$ cat config.mk
export PLATFORM = sky130hd
export DESIGN_NAME = prog_loader
export DESIGN_NICKNAME = d
export VERILOG_FILES = /design/src/rtl/prog_loader.sv
export SDC_FILE = /design/constraint.sdc
export NUM_CORES = 1
export LEC_CHECK = 0
export ABC_AREA = 1
export BUFFER_PORTS_ARGS = -buffer_cell sky130_fd_sc_hd__buf_2
export CORE_MARGIN = 3
export CORE_UTILIZATION = 60
export CTS_CLUSTER_SIZE = 10
export DETAILED_ROUTE_END_ITERATION = 10
export PLACE_DENSITY = 0.77
export SYNTH_ARGS = -nofsm -noshare
export SYNTH_HDL_FRONTEND = slang
export SYNTH_SLANG_ARGS = --single-unit
$ cat constraint.sdc
create_clock -name clk -period 4.7 [get_ports clk]
set_input_delay 0.235 -clock clk [delete_from_list [all_inputs] [get_ports clk]]
set_output_delay 0.235 -clock clk [all_outputs]
set_load 0.03 [all_outputs]
$ cat src/rtl/prog_loader.sv
// UART (8N1) program loader: receives a framed word stream and writes it to program memory.
// Optional feature: define PROG_LOADER_CHECKSUM_EN to require a trailing 16-bit sum check.
module prog_loader #(
  parameter int unsigned CLKS_PER_BIT = 104,
  parameter int unsigned ADDR_W       = 12
) (
  input  logic              clk,
  input  logic              reset_n,
  input  logic              rx,
  output logic [ADDR_W-1:0] prog_addr,
  output logic [15:0]       prog_data,
  output logic              prog_we,
  output logic              cpu_hold,
  output logic              busy,
  output logic              error
);

  localparam int unsigned CNT_W = $clog2(CLKS_PER_BIT + 1);
  localparam logic [CNT_W-1:0] FULL_LAST = CNT_W'(CLKS_PER_BIT - 1);
  localparam logic [CNT_W-1:0] HALF_LAST = CNT_W'(CLKS_PER_BIT / 2 - 1);
  localparam logic [16:0] MAX_WORDS = 17'(1) << ADDR_W;
  localparam logic [7:0] SYNC_BYTE = 8'hA5;

  localparam logic [1:0] U_IDLE  = 2'd0;
  localparam logic [1:0] U_START = 2'd1;
  localparam logic [1:0] U_DATA  = 2'd2;
  localparam logic [1:0] U_STOP  = 2'd3;

  localparam logic [3:0] ST_IDLE    = 4'd0;
  localparam logic [3:0] ST_LEN_HI  = 4'd1;
  localparam logic [3:0] ST_LEN_LO  = 4'd2;
  localparam logic [3:0] ST_DATA_HI = 4'd3;
  localparam logic [3:0] ST_DATA_LO = 4'd4;
  localparam logic [3:0] ST_CSUM_HI = 4'd5;
  localparam logic [3:0] ST_CSUM_LO = 4'd6;
  localparam logic [3:0] ST_DONE    = 4'd7;
  localparam logic [3:0] ST_ERR     = 4'd8;

  // ---------------------------------------------------------------- UART receiver
  logic             rx_meta_q, rx_sync_q, rx_prev_q;
  logic [1:0]       ust_q;
  logic [CNT_W-1:0] cnt_q;
  logic [2:0]       bit_idx_q;
  logic [7:0]       shreg_q;
  logic             byte_valid_q, frame_err_q;

  always_ff @(posedge clk or negedge reset_n) begin
    if (!reset_n) begin
      rx_meta_q    <= 1'b1;
      rx_sync_q    <= 1'b1;
      rx_prev_q    <= 1'b1;
      ust_q        <= U_IDLE;
      cnt_q        <= '0;
      bit_idx_q    <= '0;
      shreg_q      <= '0;
      byte_valid_q <= 1'b0;
      frame_err_q  <= 1'b0;
    end else begin
      rx_meta_q    <= rx;
      rx_sync_q    <= rx_meta_q;
      rx_prev_q    <= rx_sync_q;
      byte_valid_q <= 1'b0;
      frame_err_q  <= 1'b0;
      case (ust_q)
        U_IDLE: begin
          cnt_q <= '0;
          if (rx_prev_q && !rx_sync_q) ust_q <= U_START;
        end
        U_START: begin
          if (cnt_q == HALF_LAST) begin
            cnt_q     <= '0;
            bit_idx_q <= '0;
            // A start bit that is gone by mid-bit is treated as a glitch.
            ust_q     <= rx_sync_q ? U_IDLE : U_DATA;
          end else begin
            cnt_q <= cnt_q + CNT_W'(1);
          end
        end
        U_DATA: begin
          if (cnt_q == FULL_LAST) begin
            cnt_q   <= '0;
            shreg_q <= {rx_sync_q, shreg_q[7:1]};
            if (bit_idx_q == 3'd7) ust_q <= U_STOP;
            else                   bit_idx_q <= bit_idx_q + 3'd1;
          end else begin
            cnt_q <= cnt_q + CNT_W'(1);
          end
        end
        default: begin
          if (cnt_q == FULL_LAST) begin
            cnt_q <= '0;
            ust_q <= U_IDLE;
            if (rx_sync_q) byte_valid_q <= 1'b1;
            else           frame_err_q  <= 1'b1;
          end else begin
            cnt_q <= cnt_q + CNT_W'(1);
          end
        end
      endcase
    end
  end

  // ---------------------------------------------------------------- Load FSM
  logic [3:0]        state_q, state_d;
  logic [7:0]        hi_q, hi_d;
  logic [15:0]       left_q, left_d;
  logic [ADDR_W-1:0] naddr_q, naddr_d;
  logic [ADDR_W-1:0] addr_q, addr_d;
  logic [15:0]       data_q, data_d;
  logic              we_q, we_d;
  logic              hold_q, hold_d;
  logic              busy_q, busy_d;
  logic              err_q, err_d;
  logic              go_start, go_done, go_err;
  logic [15:0]       word;
  logic [15:0]       len;

`ifdef PROG_LOADER_CHECKSUM_EN
  logic [15:0]       sum_q, sum_d;
`endif

  assign word = {hi_q, shreg_q};
  assign len  = {hi_q, shreg_q};

  always_comb begin
    state_d  = state_q;
    hi_d     = hi_q;
    left_d   = left_q;
    naddr_d  = naddr_q;
    addr_d   = addr_q;
    data_d   = data_q;
    we_d     = 1'b0;
    go_start = 1'b0;
    go_done  = 1'b0;
    go_err   = 1'b0;
`ifdef PROG_LOADER_CHECKSUM_EN
    sum_d    = sum_q;
`endif

    case (state_q)
      ST_IDLE, ST_ERR: begin
        if (byte_valid_q && shreg_q == SYNC_BYTE) go_start = 1'b1;
      end
      ST_LEN_HI: begin
        if (byte_valid_q) begin
          hi_d    = shreg_q;
          state_d = ST_LEN_LO;
        end
      end
      ST_LEN_LO: begin
        if (byte_valid_q) begin
          left_d = len;
          if (len == 16'd0) begin
`ifdef PROG_LOADER_CHECKSUM_EN
            state_d = ST_CSUM_HI;
`else
            go_done = 1'b1;
`endif
          end else if ({1'b0, len} > MAX_WORDS) begin
            go_err = 1'b1;
          end else begin
            state_d = ST_DATA_HI;
          end
        end
      end
      ST_DATA_HI: begin
        if (byte_valid_q) begin
          hi_d    = shreg_q;
          state_d = ST_DATA_LO;
        end
      end
      ST_DATA_LO: begin
        if (byte_valid_q) begin
          we_d    = 1'b1;
          data_d  = word;
          addr_d  = naddr_q;
          naddr_d = naddr_q + ADDR_W'(1);
          left_d  = left_q - 16'd1;
`ifdef PROG_LOADER_CHECKSUM_EN
          sum_d   = sum_q + word;
`endif
          if (left_q == 16'd1) begin
`ifdef PROG_LOADER_CHECKSUM_EN
            state_d = ST_CSUM_HI;
`else
            go_done = 1'b1;
`endif
          end else begin
            state_d = ST_DATA_HI;
          end
        end
      end
`ifdef PROG_LOADER_CHECKSUM_EN
      ST_CSUM_HI: begin
        if (byte_valid_q) begin
          hi_d    = shreg_q;
          state_d = ST_CSUM_LO;
        end
      end
      ST_CSUM_LO: begin
        if (byte_valid_q) begin
          if (word == sum_q) go_done = 1'b1;
          else               go_err  = 1'b1;
        end
      end
`endif
      ST_DONE: state_d = ST_IDLE;
      default: state_d = ST_IDLE;
    endcase

    // A broken frame anywhere inside a load poisons the whole load.
    if (frame_err_q && state_q != ST_IDLE) go_err = 1'b1;

    hold_d = hold_q;
    busy_d = busy_q;
    err_d  = err_q;
    if (go_start) begin
      state_d = ST_LEN_HI;
      naddr_d = '0;
      hold_d  = 1'b1;
      busy_d  = 1'b1;
      err_d   = 1'b0;
`ifdef PROG_LOADER_CHECKSUM_EN
      sum_d   = '0;
`endif
    end else if (go_err) begin
      state_d = ST_ERR;
      we_d    = 1'b0;
      addr_d  = addr_q;
      data_d  = data_q;
      hold_d  = 1'b1;
      busy_d  = 1'b0;
      err_d   = 1'b1;
    end else if (go_done) begin
      state_d = ST_DONE;
      hold_d  = 1'b0;
      busy_d  = 1'b0;
    end
  end

  always_ff @(posedge clk or negedge reset_n) begin
    if (!reset_n) begin
      state_q <= ST_IDLE;
      hi_q    <= '0;
      left_q  <= '0;
      naddr_q <= '0;
      addr_q  <= '0;
      data_q  <= '0;
      we_q    <= 1'b0;
      hold_q  <= 1'b0;
      busy_q  <= 1'b0;
      err_q   <= 1'b0;
`ifdef PROG_LOADER_CHECKSUM_EN
      sum_q   <= '0;
`endif
    end else begin
      state_q <= state_d;
      hi_q    <= hi_d;
      left_q  <= left_d;
      naddr_q <= naddr_d;
      addr_q  <= addr_d;
      data_q  <= data_d;
      we_q    <= we_d;
      hold_q  <= hold_d;
      busy_q  <= busy_d;
      err_q   <= err_d;
`ifdef PROG_LOADER_CHECKSUM_EN
      sum_q   <= sum_d;
`endif
    end
  end

  assign prog_addr = addr_q;
  assign prog_data = data_q;
  assign prog_we   = we_q;
  assign cpu_hold  = hold_q;
  assign busy      = busy_q;
  assign error     = err_q;

endmodule

==> flow_metrics.tcl <==
set metrics [dict create \
    status "completed" \
    reg2reg_slack_ps 2740 \
    drive_above_1_share 0.135 \
    synth_ff_type "dfrtp_1" \
    whs_endpoint "rx_sync_q$_DFF_PN1_" \
    synthCells 592 \
    async_reset_ff_frac 1.00 \
    ir_drop_uv 248 \
    worstHoldPathType "reg -> reg" \
    std_cell_rows 32 \
    grt_start_max_net_pins 61 \
    multi_input_area_sq_mm 0.00201 \
    coreArea_sq_mm 0.00777 \
    final_util 0.674 \
    io_buffer_count 34 \
    cp-end-kind "flip-flop" \
    max_freq_ghz 0.511 \
    vias_per_cell 5.49 \
    power_leakage_nw 2.62 \
    total_power_mw 1.52 \
    synth_seq_cells 97 \
    fin_setup_tns_ps 0 \
    ys_seq_area_frac 0.504 \
    synth_edf_count 0 \
    rsz0062_at_grt "false" \
    register_area_sq_mm 0.00243 \
    hold_path_depth 0 \
    num_antenna_cells 0 \
    ant_nets 0 \
    first_global_vias 3482 \
    via_count 4021 \
    drt_iter0_drc 250 \
    maxSlewViolCount 0 \
    firstDrtPassIters 8 \
    finalNonFillerCells 732 \
    ctsResizeCount 0 \
    hold_violations 0 \
    drc 0 \
    cts_tree "yes" \
    worst_pin_slew_ps 735 \
    cts_buffer_depth 2 \
    post_synth_instance_area_sq_mm 0.00483 \
    postSynthAreaPerCell_sq_um 8.15 \
    reg2reg_depth 12 \
    cts_buffers 9 \
    hp-start "rx_meta_q$_DFF_PN1_" \
    r2r_end "state_q[0]$_DFFE_PN0P_" \
    worstSetupStartpointType "flip-flop" \
    cts.clk_slew.worst_paths_ps 90 \
    synthesis.nets 601 \
    setup_viol 0 \
    layout_setup_ws_ps 2740 \
    crit_required_ps 4940 \
    fin_skew_ps 8.89 \
    fin_nets 634 \
    holdWs_ps 356 \
    dp_cells 714 \
    finalCritPeriodShare 0.416 \
    antenna_found_initial 0 \
    clkLatencyLatePin_ps 350 \
    crit_arrival_ps 2200 \
    cap_viol_max_count 0 \
    gp_congestion 0.872 \
    gr-total-overflow 0 \
    synth-warning-count 0 \
    worst-setup-path-type "reg -> reg" \
    start_util 0.621 \
    grt_pass1_wl_um 16600 \
    dpl.hpwl_um 7410 \
    post_dp_cell_area_sq_mm 0.00502 \
    worstPathMaxFanout 22 \
    final_cell_area_sq_mm 0.00524 \
    min_period_ps 1960 \
    yosys.cell_types.count 36 \
    relSlewSlack 0.510 \
    htreeDepth 3 \
    pin_count 35 \
    place_ws_ps 2770 \
    reg2reg_from "state_q[3]$_DFFE_PN0P_" \
    grt_usage 0.232 \
    die_x_um 95.7 \
    wl_um 10300 \
    fill_cells 671 \
    power.density_mw_per_mm2 290 \
    die_h_um 95.7 \
    root_buffer "clkbuf_8" \
    syn_to_final_growth_pct 8.50 \
    clock-sinks 97 \
    dieArea_sq_mm 0.00916 \
    wire_per_inst_um 14.1 \
]
-- worst max-delay path, stage by stage, from the launching register on --
cell and delay (ps):
dfrtp_1 410, nor2_1 210, nand2_4 210, nand2_4 150
inv_4 50, nor2_8 230, inv_4 140, nor2_2 140
nor2_2 70, nand2_4 80, nand2_2 50, nand2_1 50
nand2_1 50
-- how the worst max path moves through the flow --
stage / cells past startpoint / endpoint / slack [ps] / start
after global placement: 12 / state_q[3]$_DFFE_PN0P_ / 2820 / state_q[1]$_DFFE_PN0P_
after floorplan: 7 / shreg_q[1]$_DFFE_PN0P_ / 3200 / cnt_q[0]$_DFF_PN0_
after detailed placement: 10 / state_q[0]$_DFFE_PN0P_ / 2770 / state_q[1]$_DFFE_PN0P_
after global routing: 10 / state_q[3]$_DFFE_PN0P_ / 2540 / state_q[1]$_DFFE_PN0P_
after CTS: 10 / state_q[0]$_DFFE_PN0P_ / 2760 / state_q[1]$_DFFE_PN0P_
final: 12 / state_q[0]$_DFFE_PN0P_ / 2740 / state_q[3]$_DFFE_PN0P_
-- registers in the layout (all words and copies together), names as in the netlist --
name / count
prog_data: 16
busy: 1
byte_valid_q: 1
rx_sync_q: 1
naddr_q: 12
frame_err_q: 1
hi_q: 8
ust_q: 2
error: 1
rx_prev_q: 1
prog_we: 1
state_q: 4
shreg_q: 8
left_q: 16
rx_meta_q: 1
cpu_hold: 1
cnt_q: 7
bit_idx_q: 3
prog_addr: 12
-- Yosys cell counts, types with 2 or more instances --
master / n / share of area
inv_4: 3 / 0.0039
dfrtp_1: 94 / 0.49
a21oi_1: 25 / 0.026
o21ai_1: 32 / 0.033
nand2_1: 143 / 0.11
buf_2: 4 / 0.0041
nor4_1: 4 / 0.0052
clkbuf_1: 3 / 0.0023
ha_1: 6 / 0.016
nand4_1: 15 / 0.019
o21ai_0: 53 / 0.055
nor2_2: 7 / 0.0091
dfstp_2: 3 / 0.016
o21ai_2: 2 / 0.0036
o211ai_1: 2 / 0.0031
nand2_2: 2 / 0.0026
nand3_1: 27 / 0.028
xor2_1: 7 / 0.013
nand2_4: 4 / 0.0093
nor2_1: 61 / 0.047
nor3_1: 9 / 0.0093
buf_6: 6 / 0.014
inv_1: 59 / 0.046
nor2_4: 2 / 0.0047
buf_4: 2 / 0.0031
inv_2: 7 / 0.0054
-- repair_timing --
| action | in CTS | in global routing |
|---|---|---|
| hold buffers | 2 | 0 |
| buffers inserted | 0 | 0 |
| endpoints found under the hold margin | 36 | 0 |
-- power breakdown --
part           switching, mW  internal, mW
clock network          0.293         0.248
registers             0.0153         0.853
logic                 0.0807        0.0293
-- logic make-up after synthesis --
| kind of cell | count (synthesis) | share of synthesized area |
|---|---|---|
| buffers and inverters | 84 | 0.0788 |
| flip-flops | 97 | 0.504 |
| AND/OR/NAND/NOR | 280 | 0.262 |
| AO/OA/AOI/OAI | 117 | 0.125 |
| adder cells (fa/ha/maj) | 6 | 0.0156 |
| XOR/XNOR | 8 | 0.0145 |
-- area by class of cell --
cell class,count,area share
Sequential cell,97,0.464
Multi-Input combinational cell,411,0.385
Inverter,69,0.0509
Timing Repair Buffer,37,0.0382
Clock buffer,10,0.0244
Tap cell,102,0.0244
Clock inverter,6,0.0131
-- metal layers --
| layer | share of wire | track usage | wire length, um |
|---|---|---|---|
| met1 | 0.48 | 0.345 | 4980 |
| met2 | 0.44 | 0.346 | 4550 |
| met3 | 0.063 | 0.0426 | 652 |
| met4 | 0.011 | 0.0664 | 116 |
| met5 | 0 | 0 | 0 |
-- placed cells by master, fill, tap and decap left out, drive strengths merged --
cell type / instances
a211oi: 1
nand3: 28
nor2: 71
clkinv: 4
nor3: 9
xnor2: 1
dfrtp: 94
bufinv: 1
nor4: 5
dlygate4sd3: 2
a21oi: 25
dfstp: 3
o22ai: 1
xor2: 7
ha: 6
o21ai: 87
nand4: 15
nand2: 150
clkinvlp: 1
o211ai: 2
o221ai: 1
buf: 35
inv: 69
and2: 1
clkbuf: 10
or2: 1
Power figures use the tool's default switching activity.
